==> src/rtl/tmds_link_ctrl.sv <==
// TMDS link bring-up controller: waits for a stable PLL lock, pulses the serializer
// reset, sends a run of idle control symbols, then passes encoded pixel data.
module tmds_link_ctrl #(
  parameter int unsigned LOCK_STABLE_CYCLES = 1024,
  parameter int unsigned SERDES_RST_CYCLES  = 16,
  parameter int unsigned IDLE_CYCLES        = 64,
  parameter logic [9:0]  IDLE_WORD          = 10'b1101010100
) (
  input  logic       clk,
  input  logic       rst_n,
  input  logic       pll_locked,
  input  logic       enable,
  input  logic [9:0] data_in,
  input  logic       data_valid,
  output logic       serdes_rst,
  output logic [9:0] data_out,
  output logic       link_up,
  output logic       underrun,
  output logic [1:0] state
);

  // state      | meaning
  // WAIT_LOCK  | serializer held in reset, counting continuous lock+enable cycles
  // SERDES_RST | serializer reset pulse after lock is stable
  // IDLE       | serializer running, idle control symbols only
  // ACTIVE     | pixel data passes through, link_up high

  localparam int unsigned MAX_A = (LOCK_STABLE_CYCLES > SERDES_RST_CYCLES) ?
                                  LOCK_STABLE_CYCLES : SERDES_RST_CYCLES;
  localparam int unsigned MAX_P = (MAX_A > IDLE_CYCLES) ? MAX_A : IDLE_CYCLES;
  localparam int unsigned CW    = (MAX_P > 1) ? $clog2(MAX_P) : 1;

  localparam logic [CW-1:0] LOCK_LAST = CW'(LOCK_STABLE_CYCLES - 1);
  localparam logic [CW-1:0] SRST_LAST = CW'(SERDES_RST_CYCLES - 1);
  localparam logic [CW-1:0] IDLE_LAST = CW'(IDLE_CYCLES - 1);

  typedef enum logic [1:0] {
    ST_WAIT_LOCK  = 2'd0,
    ST_SERDES_RST = 2'd1,
    ST_IDLE       = 2'd2,
    ST_ACTIVE     = 2'd3
  } state_t;

  state_t        state_q, state_d;
  logic [CW-1:0] cnt_q, cnt_d;
  logic          lock_meta_q, lock_meta_d;
  logic          lock_s_q, lock_s_d;
  logic          serdes_rst_q, serdes_rst_d;
  logic [9:0]    data_out_q, data_out_d;
  logic          link_up_q, link_up_d;
  logic          underrun_q, underrun_d;
  logic          link_ok;

  always_comb begin
    lock_meta_d = pll_locked;
    lock_s_d    = lock_meta_q;
    link_ok     = lock_s_q & enable;
    state_d     = state_q;
    cnt_d       = cnt_q;

    // Losing lock or enable outside WAIT_LOCK overrides any pending count expiry.
    if ((state_q != ST_WAIT_LOCK) && !link_ok) begin
      state_d = ST_WAIT_LOCK;
      cnt_d   = '0;
    end else begin
      case (state_q)
        ST_WAIT_LOCK: begin
          if (!link_ok) begin
            cnt_d = '0;
          end else if (cnt_q == LOCK_LAST) begin
            state_d = ST_SERDES_RST;
            cnt_d   = '0;
          end else begin
            cnt_d = cnt_q + 1'b1;
          end
        end
        ST_SERDES_RST: begin
          if (cnt_q == SRST_LAST) begin
            state_d = ST_IDLE;
            cnt_d   = '0;
          end else begin
            cnt_d = cnt_q + 1'b1;
          end
        end
        ST_IDLE: begin
          if (cnt_q == IDLE_LAST) begin
            state_d = ST_ACTIVE;
            cnt_d   = '0;
          end else begin
            cnt_d = cnt_q + 1'b1;
          end
        end
        ST_ACTIVE: begin
          state_d = ST_ACTIVE;
        end
        default: begin
          state_d = ST_WAIT_LOCK;
          cnt_d   = '0;
        end
      endcase
    end

    serdes_rst_d = (state_d == ST_WAIT_LOCK) || (state_d == ST_SERDES_RST);
    link_up_d    = (state_d == ST_ACTIVE);
    data_out_d   = ((state_q == ST_ACTIVE) && data_valid) ? data_in : IDLE_WORD;
    underrun_d   = (state_q == ST_ACTIVE) && !data_valid;
  end

  always_ff @(posedge clk or negedge rst_n) begin
    if (!rst_n) begin
      state_q      <= ST_WAIT_LOCK;
      cnt_q        <= '0;
      lock_meta_q  <= 1'b0;
      lock_s_q     <= 1'b0;
      serdes_rst_q <= 1'b1;
      data_out_q   <= IDLE_WORD;
      link_up_q    <= 1'b0;
      underrun_q   <= 1'b0;
    end else begin
      state_q      <= state_d;
      cnt_q        <= cnt_d;
      lock_meta_q  <= lock_meta_d;
      lock_s_q     <= lock_s_d;
      serdes_rst_q <= serdes_rst_d;
      data_out_q   <= data_out_d;
      link_up_q    <= link_up_d;
      underrun_q   <= underrun_d;
    end
  end

  assign serdes_rst = serdes_rst_q;
  assign data_out   = data_out_q;
  assign link_up    = link_up_q;
  assign underrun   = underrun_q;
  assign state      = state_q;

endmodule

==> config.mk <==
export PLATFORM = sky130hd
export DESIGN_NAME = tmds_link_ctrl
export DESIGN_NICKNAME = d
export VERILOG_FILES = /design/src/rtl/tmds_link_ctrl.sv
export SDC_FILE = /design/constraint.sdc
export NUM_CORES = 1
export LEC_CHECK = 0
export CAP_MARGIN = 20
export CORE_MARGIN = 1.5
export CORE_UTILIZATION = 43
export CTS_BUF_LIST = sky130_fd_sc_hd__clkbuf_8
export CTS_CLUSTER_DIAMETER = 30
export CTS_CLUSTER_SIZE = 40
export DETAILED_ROUTE_END_ITERATION = 16
export HOLD_SLACK_MARGIN = 0.03
export PLACE_DENSITY_LB_ADDON = 0.2
export SETUP_SLACK_MARGIN = 0.3
export SYNTH_ARGS = -nofsm -noshare
export SYNTH_HDL_FRONTEND = slang
export SYNTH_SLANG_ARGS = --single-unit
==> constraint.sdc <==
create_clock -name clk -period 5.1 [get_ports clk]
set_input_delay 1.02 -clock clk [delete_from_list [all_inputs] [get_ports clk]]
set_output_delay 1.02 -clock clk [all_outputs]
set_load 0.01 [all_outputs]
==> reports/qor.yml <==
final_layout:
  drive_gt1_frac: 0.1494
  num_antenna_cells: 0
  nNetsFinal: 175
  area_growth_pct: 28.90
setup_path:
  ff2ff_path_depth: 7
  crit_cells: 6
  cp_num_buf_inv: 2
  worstPathRequired_ps: 5260
  cp-start-kind: "primary input"
  endpoint_kind: "register"
  slowest_stage: "clkdlybuf4s50_1"
  max_stage_delay_ps: 440
  crit_family: "simple AND/OR/NAND/NOR gates"
  crit_fanout: 12
  path_cells: "clkdlybuf4s50_1 > nor4bb_1 > buf_4 > nand2b_1 > or3_1 > o311ai_1"
  cp_data_arrival_time_ps: 2760
  worst-r2r-setup-slack_ps: 2850
  timing_worst_setup_path_type: "in -> reg"
run:
  cap_violations: 0
floorplan:
  die-height_um: 57.77
  fp.dieArea_um2: 3337
  placeableCoreArea_um2: 2805
  ioPinCount: 30
  start_util: 0.4599
  rows: 19
  die_w_um: 57.77
placed_design:
  gp_congestion: 0.7733
  io_buffers: 29
  dp_hpwl_um: 1959
clock_network:
  clock_latency_ps: 270
  numCtsBuffers: 3
  postCtsSetupRepairBufs: 0
  clockBufferDepth: 2
  cts_tree: "done"
  cts-root-buf: "clkbuf_8"
  cts_sinks: 27
  ctsHoldBuffers: 0
  cts_max_level: 1
  cts.reportedPaths.clkPinSlew_ps: 90
  cts_resized: 0
detailed_routing:
  drc: 4
  ant_nets: 0
  wire_per_inst_um: 14.06
  via_count: 1030
  vias_per_cell: 5.568
  drt_iter0_drc: 19
  wl_um: 2601
  dr.pass1.iters: 10
global_route:
  grt_pass1_vias: 1053
  grt_pass1_wl_um: 4560
  antenna_found_initial: 0
  globalRouteOverflowTotal: 0
  grt_usage: 0.1752
  grt_max_degree: 28
synth:
  ys_types: 34
  yosysMostFrequentCell: "dfrtp_1"
  syn_inst: 123
  yosysWarnings: 0
  netlist_top_cells_count: "dfrtp_1, nand2_1, o21ai_0, or2_2"
  synth_enable_flop_cells: 0
  synth_area_per_cell_um2: 10.49
  yosys_most_used_dff: "dfrtp_1"
  synth_area_leader_cell: "dfrtp_1"
  synth_seq_cells: 27
  ys_seq_area_frac: 0.5296
  synth_top_cell_area_share: 0.4074
  syn-cell-area_um2: 1290
  synthArstFlopShare: 1.000
  synth_fp_nets: 143
  netlist_top_cells_area: "dfrtp_1, dfstp_2, nand2_1"
timing:
  fmax_ghz: 0.3841
  slew_violations: 0
  hold_violations: 0
  fin_skew_ps: 1.629
  tightest_slew_ps: 469.9
  fin_crit_ps: 2603
  setup_viol: 0
  rsz0062_at_grt: "false"
  min_period_over_period: 0.5104
  slew_headroom: 0.6853
  tns_ps: 0
hold_path:
  hp-class: "reg -> reg"
  holdPathStages: 0
power:
  powerDensity_nw_per_um2: 215.6
  total_power_uw: 358.5
  leakage_nw: 0.6960
  peakVddDrop_mv: 0.1398
outcome:
  status: "finished with violations"
  violations: "design-rule violations"
power by group:
part / leakage (nW) / internal [mW] / switching, mW
clock: 0.0217 / 0.0554 / 0.0659
combinational: 0.323 / 0.0115 / 0.00885
sequential: 0.351 / 0.216 / 0.00114
stage by stage:
step	cell area, µm²	worst slack (ps)	std cells	utilization	hold slack, ps
2_1_floorplan	1290	2999	123	-	331.2
3_3_place_gp	1614	2360	181	0.5754	345.3
3_5_place_dp	1614	2216	181	0.5754	355.7
4_1_cts	1663	2470	185	0.5928	376.5
5_1_grt	1663	2424	185	0.5928	381.4
6_report	1663	2497	185	0.5928	372.9
placed cells by master, fill, tap and decap left out, drive strengths merged:
cell,Yosys,final
and2,1,1
nand2,17,17
nor3b,1,1
nor3,4,4
clkdlybuf4s50,0,29
nor4,3,3
clkbuf,2,3
a21oi,1,1
dfrtp,21,21
clkinvlp,0,1
or3,1,1
o21ai,7,7
buf,2,2
a22o,1,1
o311ai,4,4
o31ai,3,3
nand3,7,7
a31oi,3,3
inv,6,6
ha,5,5
o22a,1,1
or4,1,1
a2bb2oi,2,2
dfstp,6,6
nand4,2,2
nand2b,2,2
and3,7,7
o41ai,2,2
nor4bb,1,1
nor2,1,1
nor2b,2,2
or2,7,7
kinds of logic after synthesis:
| kind of cell | count (synthesis) | share of synthesized area |
|---|---|---|
| AO/OA/AOI/OAI | 24 | 0.1455 |
| adder cells (fa/ha/maj) | 5 | 0.04850 |
| buffers and inverters | 10 | 0.03298 |
| flip-flops | 27 | 0.5296 |
| AND/OR/NAND/NOR | 57 | 0.2435 |
state kept, by name, indices dropped and copies added (netlist names):
register	count
serdes_rst	1
lock_s_q	1
link_up	1
data_out	10
cnt_q	10
underrun	1
lock_meta_q	1
state	2
worst paths after layout:
check,to,startpoint
min reg2reg,lock_s_q,lock_meta_q
max in group asynchronous,serdes_rst,rst_n
max,cnt_q[5],enable
min in group asynchronous,cnt_q[5],rst_n
max reg2reg,cnt_q[5],state[0]
min,lock_s_q,lock_meta_q
layer usage:
metal  part of all wire  GRT usage  vias up
met5                  0          0        -
met4              0.012    0.06977        0
met3              0.033    0.02455        4
met2               0.52     0.3133       17
met1               0.43     0.2116      502
li1                   -          -      507
cell type report:
type	count	area, µm²
timing repair buffer	31	305.3
clock buffer	3	41.29
fill	251	1142
sequential	27	683.2
tap	31	38.79
inverter	6	22.52
clock inverter	1	7.507
multi-input combinational	86	564.3
No activity file was read; power rests on OpenSTA's default activity.
